File: src/rtl/song_sequencer.sv
// ============================================================================
//  Module      : song_sequencer
//  Description : Play/pause/stop sequencer that walks a 4-bit song ROM at a
//                fixed sample rate derived from clk50Mghz. It emits one
//                registered sample per tick. At the end of the song it either
//                loops back to address 0 or parks in DONE.
//  Ports       : clk50Mghz    - sole clock, rising edge
//                rst          - synchronous active-high reset
//                play         - start (IDLE/DONE) or resume (PAUSED)
//                pause        - suspend playback, keep position
//                stop         - abort playback, rewind to address 0
//                loop_en      - restart at address 0 after the last sample
//                rom_addr     - registered song ROM address
//                rom_data     - combinational ROM data for rom_addr
//                sample_out   - registered audio sample
//                sample_valid - one-cycle pulse when sample_out updates
//                state        - IDLE=0, PLAYING=1, PAUSED=2, DONE=3
//                song_end     - one-cycle pulse with the final sample
//  Revision    : 1.0 - initial release
// ============================================================================
`default_nettype none

module song_sequencer #(
    parameter int SAMPLE_DIV = 6250,
    parameter int SONG_LAST  = 25629
) (
    input  logic        clk50Mghz,
    input  logic        rst,
    input  logic        play,
    input  logic        pause,
    input  logic        stop,
    input  logic        loop_en,
    output logic [14:0] rom_addr,
    input  logic [3:0]  rom_data,
    output logic [3:0]  sample_out,
    output logic        sample_valid,
    output logic [1:0]  state,
    output logic        song_end
);

    typedef enum logic [1:0] {
        ST_IDLE    = 2'd0,
        ST_PLAYING = 2'd1,
        ST_PAUSED  = 2'd2,
        ST_DONE    = 2'd3
    } state_t;

    // 16 bits covers the whole legal divider range (up to 65535).
    localparam logic [15:0] c_DIV_LAST  = 16'(SAMPLE_DIV - 1);
    localparam logic [14:0] c_SONG_LAST = 15'(SONG_LAST);

    state_t      r_state;
    logic [15:0] r_tick_cnt;
    logic [14:0] r_addr;
    logic [3:0]  r_sample;
    logic        r_valid;
    logic        r_end;

    logic        w_cnt_full;
    logic        w_at_last;

    // Stop and pause have priority in the sequential block, so this only
    // turns into a real tick when neither command is asserted.
    assign w_cnt_full = (r_state == ST_PLAYING) && (r_tick_cnt == c_DIV_LAST);
    assign w_at_last  = (r_addr == c_SONG_LAST);

    always_ff @(posedge clk50Mghz) begin
        if (rst) begin
            r_state    <= ST_IDLE;
            r_tick_cnt <= 16'd0;
            r_addr     <= 15'd0;
            r_sample   <= 4'd0;
            r_valid    <= 1'b0;
            r_end      <= 1'b0;
        end else begin
            // Pulses default low and are raised only on a tick.
            r_valid <= 1'b0;
            r_end   <= 1'b0;

            if (stop) begin
                r_state    <= ST_IDLE;
                r_tick_cnt <= 16'd0;
                r_addr     <= 15'd0;
                r_sample   <= 4'd0;
            end else if (pause) begin
                // Counter and address freeze, so a tick that pause
                // suppresses fires on the first cycle after resume.
                if (r_state == ST_PLAYING) begin
                    r_state <= ST_PAUSED;
                end
            end else if (play && (r_state == ST_IDLE || r_state == ST_DONE)) begin
                r_state    <= ST_PLAYING;
                r_tick_cnt <= 16'd0;
                r_addr     <= 15'd0;
            end else if (play && (r_state == ST_PAUSED)) begin
                r_state <= ST_PLAYING;
            end else if (r_state == ST_PLAYING) begin
                if (w_cnt_full) begin
                    r_tick_cnt <= 16'd0;
                    r_sample   <= rom_data;
                    r_valid    <= 1'b1;
                    if (w_at_last) begin
                        r_end  <= 1'b1;
                        r_addr <= 15'd0;
                        if (!loop_en) begin
                            r_state <= ST_DONE;
                        end
                    end else begin
                        r_addr <= r_addr + 15'd1;
                    end
                end else begin
                    r_tick_cnt <= r_tick_cnt + 16'd1;
                end
            end
        end
    end

    assign rom_addr     = r_addr;
    assign sample_out   = r_sample;
    assign sample_valid = r_valid;
    assign state        = r_state;
    assign song_end     = r_end;

endmodule

`default_nettype wire

File: config.mk
export PLATFORM = sky130hd
export DESIGN_NAME = song_sequencer
export DESIGN_NICKNAME = d
export VERILOG_FILES = /design/src/rtl/song_sequencer.sv
export SDC_FILE = /design/constraint.sdc
export NUM_CORES = 1
export LEC_CHECK = 0
export ABC_AREA = 0
export CAP_MARGIN = 20
export CELL_PAD_IN_SITES_DETAIL_PLACEMENT = 1
export CELL_PAD_IN_SITES_GLOBAL_PLACEMENT = 1
export CORE_ASPECT_RATIO = 0.75
export CORE_UTILIZATION = 42
export DETAILED_ROUTE_END_ITERATION = 12
export GPL_TIMING_DRIVEN = 0
export PLACE_DENSITY_LB_ADDON = 0.1
export SLEW_MARGIN = 25
export SYNTH_ARGS = -nofsm -noshare
export SYNTH_HDL_FRONTEND = slang
export SYNTH_SLANG_ARGS = --single-unit
File: constraint.sdc
create_clock -name clk50Mghz -period 5.63 [get_ports clk50Mghz]
set_input_delay 1.126 -clock clk50Mghz [delete_from_list [all_inputs] [get_ports clk50Mghz]]
set_output_delay 1.126 -clock clk50Mghz [all_outputs]
set_load 0.03 [all_outputs]
==> qor.txt, run 1 <==
Outcome = finished clean
Layout cell share with drive strength beyond 1 = 5.535%
Drt drc = 0
Via Count = 1,864
Clock buffer count from CTS = 5
Mean Syn Cell Area = 8.645 um2
Setup_tns = 0 ns
CTS Hold Bufs = 0
Synth async-reset ratio = 0%
Crit-path max cell delay = 0.48 ns
Clock sink total = 39
Die Span Y = 61.72 um
Most common cell after layout, fill and taps aside = dfxtp_1
Initial core utilization = 44.19%
Setup bufs post-CTS = 0
Via density = 5.683
Tmin final = 3.190 ns
Crit path max fanout = 10
Crit path cell chain = clkdlybuf4s50_1, a21bo_2, a21oi_1, o21ai_1, buf_2, nand2_1, buf_1, nor2_1
Peak supply drop = 0.1389 mV
H-tree depth = 2
Final hold slack = 0.5107 ns
Clock Latency Late Sink = 0.28 ns
Clock slew at reported path FFs = 0.08 ns
GR Overflow Total = 0
PwrDens = 200.6 nW/um2
Initial drt markers = 90
Worst Path Arrival = 3.35 ns
Max Cap Viol = 0
HPWL after detailed placement = 3.867 mm
GP Congestion = 0.8339
Number of placement rows = 21
TritonCTS clock tree = done
Core Box Area = 4519 um2
RSZ-0062 raised after global routing = false
Post-Syn Nets = 247
Pleak = 0.8313 nW
Clock Path Buffers = 2
Worst Tran Pin Value = 0.6723 ns
Post-Syn Instances = 231
Remaining antenna violation count = 0
Post_cts resized = 0
Gr usage total = 23.19%
Yosys reg bits = 39
I/O Buffers = 32
Die ar. = 5037 um2
1st-pass router iterations = 4
Distinct cells, synth = 44
# diodes = 0
Post-route cell area = 2476 um2
Final setup skew = 0.004280 ns
WL/cell = 16.03 um
Hold crit path type = reg -> reg
Critical path class = in -> reg
Seq/Total Area, Yosys = 39.10%
Ys flop type = dfxtp_1
Worst slew margin = 54.77%
Most frequent cells in the layout = dfxtp_1 (39), clkdlybuf4s50_1 (32), nor2_1 (31)
DP Area = 2390 um2
EDFF count, synth = 0
Req. time, crit path = 5.79 ns
Ports = 33
Root buf cell = clkbuf_8
Slowest-stage cell, CP = clkdlybuf4s50_1
Largest net degree at the start of global routing = 12
Chip Width = 81.62 um
Final Setup Violations = 0
Nets = 286
First-pass GRT wire length = 8.687 mm
Critical path capture point type = flop
Max-slew violations = 0
Initial antenna violation count = 0
Synth warnings = 0
Layout area overhead = 24.00%
Final hold viol count = 0
Mapped Area = 1997 um2
Drt total wl = 5.259 mm
Fmax = 313.5 MHz
Final period utilization = 56.66%
Vias in the first global route = 1,716
Startpoint Class = input pin
-- routing by layer --
metal	part of all wire [%]	GRT usage [%]	routed length [um]
met5	0	0	0
met2	41	33.93	2177
met1	54	34.43	2827
met4	0.72	5.764	38
met3	4.1	5.109	216
-- path summary, 6_finish.rpt --
| path | from | to | slack (ns) | cells past startpoint |
|---|---|---|---|---|
| worst max-delay path | play | r_tick_cnt[7]$_SDFFE_PP0P_ | 2.44 | 8 |
| worst min-delay path | sample_out[1]$_SDFFE_PP0P_ | sample_out[1]$_SDFFE_PP0P_ | 0.51 | 2 |
| worst max register to register | state[0]$_SDFFE_PP0P_ | r_tick_cnt[7]$_SDFFE_PP0P_ | 3.09 | 9 |
| worst min register to register | sample_out[1]$_SDFFE_PP0P_ | sample_out[1]$_SDFFE_PP0P_ | 0.51 | 2 |
-- cells in the mapped netlist (all sizes together), types with 3 or more instances --
library cell / instances / area [um2]
or3: 3 / 18.77
xor2: 11 / 96.34
nor3: 4 / 20.02
nor2: 31 / 116.4
nor4: 5 / 37.53
dfxtp: 39 / 780.8
nand2: 14 / 52.55
clkbuf: 6 / 22.52
nand3: 12 / 60.06
buf: 4 / 17.52
a21oi: 13 / 65.06
inv: 5 / 18.77
or4: 6 / 45.04
nand4: 8 / 50.05
o21ai: 7 / 38.78
o211ai: 5 / 37.54
mux2i: 4 / 40.04
xnor2: 8 / 70.07
and3: 8 / 50.05
o31ai: 3 / 22.52
o2111ai: 3 / 26.28
ha: 6 / 75.07
and2: 3 / 18.77
-- kinds of logic after synthesis --
kind of cell | count (synthesis) | synth area share [%]
multiplexers | 4 | 2.005
adder cells (fa/ha/maj) | 6 | 3.759
buffers and inverters | 15 | 2.945
AO/OA/AOI/OAI | 40 | 14.10
flip-flops | 39 | 39.10
XOR/XNOR | 19 | 8.333
AND/OR/NAND/NOR | 108 | 29.76
-- per-stage QoR --
step,util (%),instances,worst slack [ns],total power (W)
3_5_place_dp,52.88,320,2.164,0.0003208
6_report,54.79,328,2.440,0.0004966
4_1_cts,54.68,328,2.470,0.0005028
2_1_floorplan,-,231,2.980,0.0003049
5_1_grt,54.79,328,2.262,0.0005227
3_3_place_gp,52.85,320,1.958,0.0003204
-- report_power, final --
group          internal, W  total (W)  switching, W
clock network    0.0000870   0.000182     0.0000949
logic            0.0000139  0.0000365     0.0000226
registers         0.000277   0.000278    0.00000152
-- registers in the layout, summed over array words and instances (netlist names) --
signal        cells
sample_valid      1
sample_out        4
rom_addr         15
r_tick_cnt       16
song_end          1
state             2
-- worst max-delay path, delay by kind of cell --
| kind | cells | cell delay, ns |
|---|---|---|
| AO/OA/AOI/OAI | 3 | 0.80 |
| AND/OR/NAND/NOR | 2 | 0.30 |
| buffers and inverters | 3 | 1.12 |
-- layout make-up --
cell class	instances	area [um2]
plain buffers	10	40.04
clock buffers	7	76.32
clock inverters	1	5.005
fillers	550	2043
inverters	5	18.77
multi-input cells	177	1164
flip-flops and latches	39	780.7
well taps	57	71.32
repair buffers	32	320.3
No activity file was read; power rests on OpenSTA's default activity.
==> run 2, diff against run 1 <==
--- a/config.mk
+++ b/config.mk
@@ -10,7 +10,7 @@
 export CELL_PAD_IN_SITES_DETAIL_PLACEMENT = 1
 export CELL_PAD_IN_SITES_GLOBAL_PLACEMENT = 1
 export CORE_ASPECT_RATIO = 0.75
-export CORE_UTILIZATION = 42
+export CORE_UTILIZATION = 39
 export DETAILED_ROUTE_END_ITERATION = 12
 export GPL_TIMING_DRIVEN = 0
 export PLACE_DENSITY_LB_ADDON = 0.1
==> constraint.sdc (replaced) <==
create_clock -name clk50Mghz -period 3.1 [get_ports clk50Mghz]
set_input_delay 0.62 -clock clk50Mghz [delete_from_list [all_inputs] [get_ports clk50Mghz]]
set_output_delay 0.62 -clock clk50Mghz [all_outputs]
set_load 0.03 [all_outputs]
==> run 2 against run 1 <==
Critical path depth is the same. Global-route usage shrank 0.67 points. Sequential power grew 82%. Clock power grew 93%. Critical endpoint is now r_tick_cnt[0]$_SDFFE_PP0P_. Clock-buffer cell count shrank 1. Routed wire length grew 2.1%. Sequential share of layout area shrank 0.13 points. Non-clock buffer count is the same.
==> qor.txt, run 2 (same netlist as run 1, synthesis figures left out) <==
Clock Path Buffers = 2 (unchanged)
Initial core utilization = 40.76% (-3.4 points)
Number of placement rows = 22 (+4.8%)
RSZ-0062 raised after global routing = false
Clock Latency Late Sink = 0.29 ns (about the same)
Layout cell share with drive strength beyond 1 = 5.926% (+0.39 points)
Remaining antenna violation count = 0 (unchanged)
Outcome = finished clean
Largest net degree at the start of global routing = 12 (unchanged)
Chip Width = 84.63 um (+3.7%)
Most common cell after layout, fill and taps aside = dfxtp_1
Worst Path Arrival = 2.81 ns (-0.54 ns)
Pint = 0.0007023 W (+86%)
Sw Share = 23.98% (about the same)
TritonCTS clock tree = done
Worst slew margin = 56.11% (+1.3 points)
Die ar. = 5413 um2 (+7.5%)
Clock sink total = 39 (unchanged)
Worst Tran Pin Value = 0.6571 ns (-0.01514 ns)
Critical path capture point type = flop
Hold wc startpoint = sample_out[3]$_SDFFE_PP0P_
Max Cap Viol = 0 (unchanged)
Number of flip-flops in the largest register = 16 (unchanged)
Initial drt markers = 99 (+10%)
GR Overflow Total = 0 (unchanged)
Via Count = 1,885 (+1.1%)
WP buf/inv = 3 (unchanged)
Crit-path max cell delay = 0.52 ns (+0.04 ns)
Via density = 5.712 (+0.51%)
Total power = 0.0009238 W (+86%)
Final Setup Violations = 0 (unchanged)
Worst path top cell family by delay = buffers and inverters
Drt total wl = 5.370 mm (+2.1%)
Clock share of power = 38.1% (+1.5 points)
NetSw = 0.0002215 W (+86%)
Final hold viol count = 0 (unchanged)
Critical path class = in -> reg
Layout area overhead = 24.50%
Fillers = 597 (+8.5%)
Setup bufs post-CTS = 0 (unchanged)
Root buf cell = clkbuf_8
PwrDens = 371.6 nW/um2 (+85%)
Worst hold stages = 2 (unchanged)
Pleak = 0.8362 nW (+0.58%)
Min-Delay Endpoint = sample_out[3]$_SDFFE_PP0P_
Slowest-stage cell, CP = clkdlybuf4s50_1
Crit path max fanout = 10 (unchanged)
I/O Buffers = 32 (unchanged)
Reg2reg end = r_tick_cnt[0]$_SDFFE_PP0P_
Ports = 33 (unchanged)
Post_cts resized = 0 (unchanged)
Hold crit path type = reg -> reg
H-tree depth = 2 (unchanged)
Clock slew at reported path FFs = 0.07 ns (about the same)
Drt drc = 0 (unchanged)
Crit path cell chain = clkdlybuf4s50_1, nand2_1, a21oi_1, o21ai_1, buf_2, nand2_1, buf_1, nor2_1
Reg-to-reg startpoint = state[0]$_SDFFE_PP0P_
Worst reg-to-reg path cell count = 9 (unchanged)
Reg2Reg Setup Slack = 0.55 ns (-2.54 ns)
Tmin final = 2.647 ns
Cell Count Post-Placement = 323 (+0.94%)
Vias in the first global route = 1,887 (+10%)
Peak supply drop = 0.1789 mV (+29%)
# diodes = 0 (unchanged)
1st-pass router iterations = 6 (+2)
Non-filler cells, final = 330 (+0.61%)
Combinational Power Share = 7.3% (about the same)
Gr usage total = 22.52% (-0.67 points)
Req. time, crit path = 3.27 ns (-2.52 ns)
CP dominant cell by count = nand2_1
Final setup skew = 0.003020 ns (-0.001259 ns)
Initial antenna violation count = 0 (unchanged)
CTS Hold Bufs = 0 (unchanged)
Core Box Area = 4900 um2 (+8.4%)
Biggest register = r_tick_cnt
Fmax = 377.7 MHz
Flop pwr share = 54.7% (-1.3 points)
WL/cell = 16.27 um (+1.5%)
First-pass GRT wire length = 9.570 mm (+10%)
Clock buffer count from CTS = 5 (unchanged)
Max-slew violations = 0 (unchanged)
Most frequent cells in the layout = dfxtp_1 (39), clkdlybuf4s50_1 (32), nor2_1 (31)
Die Span Y = 63.97 um (+3.7%)
Startpoint Class = input pin
Nets = 286 (unchanged)
HPWL after detailed placement = 3.971 mm (+2.7%)
GP Congestion = 0.8585 (+2.9%)
Final period utilization = 85.40%
-- run 2: cell types whose count changed in the layout (fill, tap and decap cells not counted) --
cell and change:
clkbuf_1 -2, clkbuf_8 +1
-- run 2: worst register-to-register path, stage by stage (launching register included) --
cell,delay [ns]
dfxtp_1,0.40
inv_1,0.07
ha_1,0.30
nand2_1,0.16
a21oi_1,0.43
o21ai_1,0.14
buf_2,0.21
nand2_1,0.20
buf_1,0.41
nor2_1,0.10
-- run 2: power groups by stage --
stage | Sequential, W | Combinational (W) | Clock [W]
after detailed placement | 0.000517 | 0.0000671 | 0
after CTS | 0.000505 | 0.0000671 | 0.000367
after floorplan | 0.000518 | 0.0000359 | 0
after global placement | 0.000517 | 0.0000655 | 0
final | 0.000505 | 0.0000670 | 0.000352
after global routing | 0.000505 | 0.0000751 | 0.000384
-- run 2: cell type report --
class                           instances  area (um2)  area share [%]
Buffer                                 10       40.04           1.610
Multi-Input combinational cell        177        1164           46.80
Sequential cell                        39       780.7           31.40
Inverter                                5       18.77          0.7549
Timing Repair Buffer                   32       320.3           12.88
Clock buffer                            6       82.58           3.322
Tap cell                               60       75.07           3.020
Clock inverter                          1       5.005          0.2013
-- run 2: per-stage QoR --
step	util, %	TNS [ns]	setup slack [ns]	cell area, um2	hold slack, ns
after CTS	50.64	0	0.4482	2481	0.5178
final	50.74	0	0.4525	2486	0.5076
after floorplan	-	0	0.7505	1997	0.4773
after detailed placement	48.85	0	0.1304	2394	0.5032
after global routing	50.74	0	0.1884	2486	0.5475
after global placement	48.83	-0.04647	-0.04647	2392	0.4856
-- run 2: how the worst max path moves through the flow --
stage                     slack, ns                          end  depth (start not counted)             startpoint
after floorplan                0.75    rom_addr[11]$_SDFFE_PP0P_                          7  state[0]$_SDFFE_PP0P_
after global placement        -0.05  r_tick_cnt[12]$_SDFFE_PP0P_                          6                   play
after detailed placement       0.13   r_tick_cnt[0]$_SDFFE_PP0P_                          8                   play
after CTS                      0.45    rom_addr[12]$_SDFFE_PP0P_                          8                   play
after global routing           0.19   r_tick_cnt[4]$_SDFFE_PP0P_                          8                   play
final                          0.45   r_tick_cnt[0]$_SDFFE_PP0P_                          8                   play
-- run 2: layer usage --
metal	vias to the layer above	part of all wire [%]	GRT usage, %
met5	-	0	0
met4	0	1.5	8.051
met3	8	3.4	3.747
met2	48	41	33.03
met1	899	54	33.09
li1	930	-	-
